<file path="config.mk">
export PLATFORM = sky130hd
export DESIGN_NAME = db15_serial_reader
export DESIGN_NICKNAME = d
export VERILOG_FILES = /design/src/rtl/db15_serial_reader_pkg.sv /design/src/rtl/db15_serial_reader_sync.sv /design/src/rtl/db15_serial_reader.sv
export SDC_FILE = /design/constraint.sdc
export NUM_CORES = 1
export LEC_CHECK = 0
export BUFFER_PORTS_ARGS = -buffer_cell sky130_fd_sc_hd__clkbuf_2
export CORE_AREA = 2 2 81 83
export CTS_BUF_LIST = sky130_fd_sc_hd__clkbuf_4 sky130_fd_sc_hd__clkbuf_8 sky130_fd_sc_hd__clkbuf_16
export CTS_CLUSTER_SIZE = 14
export DETAILED_ROUTE_END_ITERATION = 8
export DIE_AREA = 0 0 83 85
export PLACE_DENSITY = 0.78
export SKIP_CTS_REPAIR_TIMING = 1
export SYNTH_ARGS = -nofsm -noshare
export SYNTH_HDL_FRONTEND = slang
export SYNTH_SLANG_ARGS = --single-unit
</file>
<file path="constraint.sdc">
create_clock -name clk -period 1.7 [get_ports clk]
set_clock_uncertainty 0.2 [all_clocks]
set_input_delay 0.085 -clock clk [delete_from_list [all_inputs] [get_ports clk]]
set_output_delay 0.085 -clock clk [all_outputs]
set_load 0.01 [all_outputs]
</file>
<file path="src/rtl/db15_serial_reader_pkg.sv">
// Shared constants, button bit positions and FSM state type for the DB15 joystick reader.
package db15_pkg;

  localparam int NBITS       = 24;
  localparam int PLAYER_BITS = 12;

  // Bit positions inside one player's joystick word
  localparam int R     = 0;
  localparam int L     = 1;
  localparam int D     = 2;
  localparam int U     = 3;
  localparam int A     = 4;
  localparam int B     = 5;
  localparam int C     = 6;
  localparam int DB    = 7;
  localparam int E     = 8;
  localparam int F     = 9;
  localparam int START = 10;
  localparam int COIN  = 11;

  typedef enum logic [2:0] {
    LOAD,
    SHIFT_LO,
    SHIFT_HI,
    UPDATE,
    GAP
  } state_t;

endpackage

</file>
<file path="src/rtl/db15_serial_reader_sync.sv">
// Two-flop synchronizer for the adapter's serial data; idles high (buttons released).
module db15_sync (
  input  logic clk,
  input  logic reset,
  input  logic d,
  output logic q
);

  logic data_p0;
  logic data_p1;

  // Two register stages to settle the asynchronous adapter line
  always_ff @(posedge clk) begin
    if (reset) begin
      data_p0 <= 1'b1;
      data_p1 <= 1'b1;
    end else begin
      data_p0 <= d;
      data_p1 <= data_p0;
    end
  end

  assign q = data_p1;

endmodule

</file>
<file path="src/rtl/db15_serial_reader.sv">
// DB15 two-player adapter reader: drives load/clock lines, shifts in 24 active-low
// bits and publishes both joystick words together with a one-cycle frame strobe.
module db15_serial_reader #(
  parameter int DIV = 16,
  parameter int GAP = 64
) (
  input  logic        clk,
  input  logic        reset,
  input  logic        joy_data,
  output logic        joy_clk,
  output logic        joy_load,
  output logic [15:0] joystick1,
  output logic [15:0] joystick2,
  output logic        frame_strobe
);

  import db15_pkg::*;

  localparam int HC_W = $clog2(DIV);
  localparam int GC_W = $clog2(GAP + 1);

  logic [HC_W-1:0]  hc;
  logic [GC_W-1:0]  gc;
  logic [4:0]       bit_cnt;
  logic [NBITS-1:0] sreg;
  state_t           state;
  logic             data_s;
  logic             tick;
  logic             bit_bad;

  db15_sync u_sync (
    .clk   (clk),
    .reset (reset),
    .d     (joy_data),
    .q     (data_s)
  );

  assign tick    = (hc == HC_W'(DIV - 1));
  assign bit_bad = (bit_cnt >= 5'(NBITS));

  // Frame sequencer; the line outputs are registered from the current state, so every
  // phase appears on the pins one clk after the state is entered and lasts DIV clk.
  always_ff @(posedge clk) begin
    if (reset) begin
      state        <= LOAD;
      hc           <= '0;
      gc           <= '0;
      bit_cnt      <= '0;
      sreg         <= '0;
      joystick1    <= '0;
      joystick2    <= '0;
      frame_strobe <= 1'b0;
      joy_clk      <= 1'b0;
      joy_load     <= 1'b1;
    end else begin
      joy_load     <= (state != LOAD);
      joy_clk      <= (state == SHIFT_HI);
      frame_strobe <= 1'b0;
      hc           <= tick ? '0 : hc + 1'b1;
      case (state)
        LOAD: begin
          if (tick) begin
            state   <= SHIFT_LO;
            bit_cnt <= '0;
          end
        end
        SHIFT_LO: begin
          if (bit_bad) begin
            state <= LOAD;
            hc    <= '0;
          end else if (tick) begin
            sreg[bit_cnt] <= data_s;
            state         <= SHIFT_HI;
          end
        end
        SHIFT_HI: begin
          if (bit_bad) begin
            state <= LOAD;
            hc    <= '0;
          end else if (tick) begin
            bit_cnt <= bit_cnt + 1'b1;
            state   <= (bit_cnt == 5'(NBITS - 1)) ? UPDATE : SHIFT_LO;
          end
        end
        UPDATE: begin
          // Wire bits are active-low; both words and the strobe change in this one clk
          joystick1    <= {4'b0, ~sreg[PLAYER_BITS-1:0]};
          joystick2    <= {4'b0, ~sreg[NBITS-1:PLAYER_BITS]};
          frame_strobe <= 1'b1;
          state        <= db15_pkg::GAP;
          hc           <= '0;
          gc           <= '0;
        end
        db15_pkg::GAP: begin
          if (tick) begin
            if (gc == GC_W'(GAP - 1)) begin
              state <= LOAD;
              gc    <= '0;
            end else begin
              gc <= gc + 1'b1;
            end
          end
        end
        default: begin
          state <= LOAD;
          hc    <= '0;
        end
      endcase
    end
  end

endmodule

</file>
==> flow_summary_export.csv <==
group,metric,value,unit
status,status,"finished with violations",
status,violations,"setup timing",
clocking,cts-root-buf,"clkbuf_8",
timing,setup_viol_count_final,1,
worst_setup_path,critPathTopFamily,"simple AND/OR/NAND/NOR gates",
power,leakage,1.74,nW
timing,fin_crit,1.72,ns
detailed_routing,viasPerCell,5.23,
layout,antenna_cells,0,
worst_setup_path,slowest_stage,"or4_4",
synthesis,synth_area,3000,um^2
detailed_routing,wirelength,6360,um
power,peakVddDrop,786,uV
synthesis,syn_avg_cell_area,8.59,um^2
timing,rsz0062_at_grt,"true",
timing,slew_headroom,65.1,%
worst_hold_path,min_path_type,"reg -> reg",
detailed_routing,post-route-drc-count,0,
grt,grt_first_pass_wirelength,10400,um
place,post-place-cells,459,
layout,area_growth,28.0,%
place,port-buffer-count,29,
clocking,insertion_delay,0.35,ns
synthesis,yosysWarnings,0,
worst_hold_path,hold_end,"u_sync.q$_SDFF_PP1_",
clocking,cts_tree,"yes",
detailed_routing,via_count,2544,
synthesis,synth_cell_types,46,
clocking,clk_pin_slew,0.08,ns
worst_setup_path,timing.rr.end,"gc[4]$_SDFFE_PP0P_",
flow_run,maxCapViolCount,0,
place,place_congestion,0.873,
synthesis,yosysSeqAreaShare,48.1,%
synthesis,synthCells,349,
worst_setup_path,cp.arrival,1.81,ns
layout,nNetsFinal,413,
synthesis,ys_ff_latch,72,
grt,antenna_found_initial,0,
detailed_routing,dr.pass1.iters,4,
floorplanning,die_w,83,um
power,powerDensity,855,nW/um^2
timing,finalHoldViolations,0,
timing,tightestPinTransition,0.523,ns
worst_setup_path,r2r_start,"state[0]$_SDFFE_PP0P_",
clocking,clk_path_buf_depth,2,
worst_setup_path,critPathBufInv,0,
worst_hold_path,whs_path_depth,1,
worst_setup_path,r2r_slack,-0.02,ns
worst_setup_path,cp-start-kind,"flip-flop",
timing,fin_ws,-0.0168,ns
place,hpwl,4130,um
timing,period_share,101,%
timing,finalMaxSlewViolations,0,
floorplanning,start_util,48.3,%
clocking,numCtsBuffers,9,
layout,layoutNonFillerInstCount,486,
worst_setup_path,critPathMaxFanout,8,
detailed_routing,drt_iter0_markers,142,
grt,track_usage,17.8,%
floorplanning,die-area,7060,um^2
synthesis,synth_edf_count,0,
clocking,clock_sinks,72,
worst_hold_path,min-delay-start,"u_sync.data_p0$_SDFF_PP1_",
floorplanning,die-height,85,um
worst_setup_path,end_kind,"flip-flop",
layout,n_fill_cell,520,
detailed_routing,antenna_left,0,
synthesis,synth_flop_cell,"dfxtp_1",
layout,drive_gt1_share,28.4,%
grt,grt-ovfl-total,0,
detailed_routing,wl_per_cell,13.1,um
worst_setup_path,critPathMaxStageDelay,0.53,ns
grt,grt_max_degree,38,
floorplanning,coreArea,6200,um^2
timing,max_freq,0.582,GHz
synthesis,async_flop_share,0,%
worst_setup_path,critPathRequiredTime,1.79,ns
place,pre_cts_ws,-0.107,ns
clocking,h-tree-depth,3,
floorplanning,rows,29,
worst_setup_path,path_class,"reg -> reg",
worst_setup_path,worstRegToRegCells,3,
grt,grt_pass1_vias,2274,
worst_setup_path,cp_cell_sequence,"or3b_4 > or4_4 > a21oi_2",
worst_setup_path,crit_start,"state[0]$_SDFFE_PP0P_",
floorplanning,boundaryPins,38,
==> sequential cells by signal, summed over array words and instances, names as in the netlist <==
name / cells
bit_cnt: 5
frame_strobe: 1
gc: 7
hc: 4
joy_clk: 1
joy_load: 1
joystick1: 12
joystick2: 12
sreg: 24
state: 3
u_sync.data_p0: 1
u_sync.q: 1
==> cell usage in the layout (no fill, tap or decap), types with 2 or more instances in the layout <==
| cell type | instances |
|---|---|
| nor3_1 | 4 |
| or3_1 | 2 |
| clkinv_2 | 2 |
| inv_1 | 6 |
| nor2_1 | 53 |
| conb_1 | 8 |
| o31ai_1 | 2 |
| a211oi_1 | 6 |
| ha_4 | 2 |
| and3_1 | 2 |
| buf_4 | 30 |
| clkbuf_2 | 29 |
| nand2_1 | 57 |
| nor3b_1 | 3 |
| mux2i_1 | 24 |
| and4_1 | 2 |
| clkbuf_8 | 9 |
| dfxtp_1 | 65 |
| o21ai_0 | 5 |
| buf_6 | 8 |
| dfxtp_2 | 3 |
| dfxtp_4 | 4 |
| or2_2 | 2 |
| ha_1 | 4 |
| a21oi_1 | 23 |
| nand3_1 | 6 |
| xnor2_1 | 4 |
| dlygate4sd3_1 | 2 |
| bufinv_16 | 2 |
==> synthesized netlist by cell type, drive strengths merged (2+ instances only) <==
| cell | count | share of area (%) |
|---|---|---|
| or3b | 2 | 0.58 |
| buf | 17 | 3.4 |
| nand3 | 8 | 1.3 |
| and3 | 3 | 0.63 |
| nor3 | 5 | 1.0 |
| a21oi | 25 | 4.3 |
| nand2 | 58 | 7.3 |
| clkbuf | 16 | 2.0 |
| or3 | 2 | 0.42 |
| and3b | 2 | 0.58 |
| xnor2 | 4 | 1.2 |
| nor2 | 53 | 6.6 |
| a211oi | 7 | 1.9 |
| o21ai | 7 | 1.2 |
| nor3b | 4 | 1.2 |
| inv | 6 | 0.75 |
| or4 | 2 | 0.50 |
| or2 | 3 | 0.63 |
| and4 | 4 | 1.2 |
| ha | 6 | 2.5 |
| dfxtp | 72 | 48 |
| o31ai | 3 | 0.75 |
| mux2i | 24 | 8.0 |
==> layer usage <==
metal / vias up / share of wire [%] / global-route usage, %
met4: 0 / 1.0 / 4.02
met1: 1207 / 45 / 22.3
met2: 61 / 49 / 29.7
met3: 8 / 4.8 / 6.52
li1: 1268 / - / -
met5: - / 0 / 0
==> where the power goes <==
| group | switching, W | internal (W) | leakage [nW] |
|---|---|---|---|
| logic | 0.0000585 | 0.0000312 | 1.04 |
| clock network | 0.000665 | 0.000828 | 0.110 |
| registers | 0.00000750 | 0.00169 | 0.585 |
| total | 0.000731 | 0.00255 | 1.74 |
==> cells by family after synthesis <==
| kind of cell | share of synthesized area [%] |
|---|---|
| multiplexers | 8.01 |
| XOR/XNOR | 1.46 |
| AND/OR/NAND/NOR | 23.1 |
| other | 0.125 |
| AO/OA/AOI/OAI | 10.6 |
| adder cells (fa/ha/maj) | 2.50 |
| flip-flops | 48.1 |
| buffers and inverters | 6.13 |
==> final cells by class <==
type / count / area (um^2) / share of cell area [%]
tap: 77 / 96.3 / 2.51
timing repair buffer: 70 / 500 / 13.0
clock inverter: 7 / 95.1 / 2.48
inverter: 6 / 22.5 / 0.587
multi-input combinational: 245 / 1540 / 40.1
sequential: 72 / 1460 / 38.1
clock buffer: 9 / 124 / 3.23
==> per-stage QoR <==
stage	instance area (um^2)	utilization, %	hold slack, ns	TNS, ns	power (W)
6_report	3840	61.8	0.219	-0.0168	0.00328
5_1_grt	3840	61.8	0.227	-0.123	0.00338
4_1_cts	3580	57.8	-0.296	-0.737	0.00329
3_5_place_dp	3370	54.2	0.0709	-0.447	0.00182
3_3_place_gp	3370	54.2	0.0692	-0.0610	0.00182
2_1_floorplan	3050	-	-0.0112	0	0.00181
==> worst max path at each step <==
| stage | to | slack [ns] | cells after the start |
|---|---|---|---|
| 2_1_floorplan | gc[4]$_SDFFE_PP0P_ | 0.00004 | 6 |
| 3_3_place_gp | gc[4]$_SDFFE_PP0P_ | -0.04 | 3 |
| 3_5_place_dp | gc[2]$_SDFFE_PP0P_ | -0.11 | 5 |
| 4_1_cts | gc[2]$_SDFFE_PP0P_ | -0.14 | 5 |
| 5_1_grt | gc[4]$_SDFFE_PP0P_ | -0.06 | 3 |
| 6_report | gc[4]$_SDFFE_PP0P_ | -0.02 | 3 |
(Power assumes the default switching activity.)
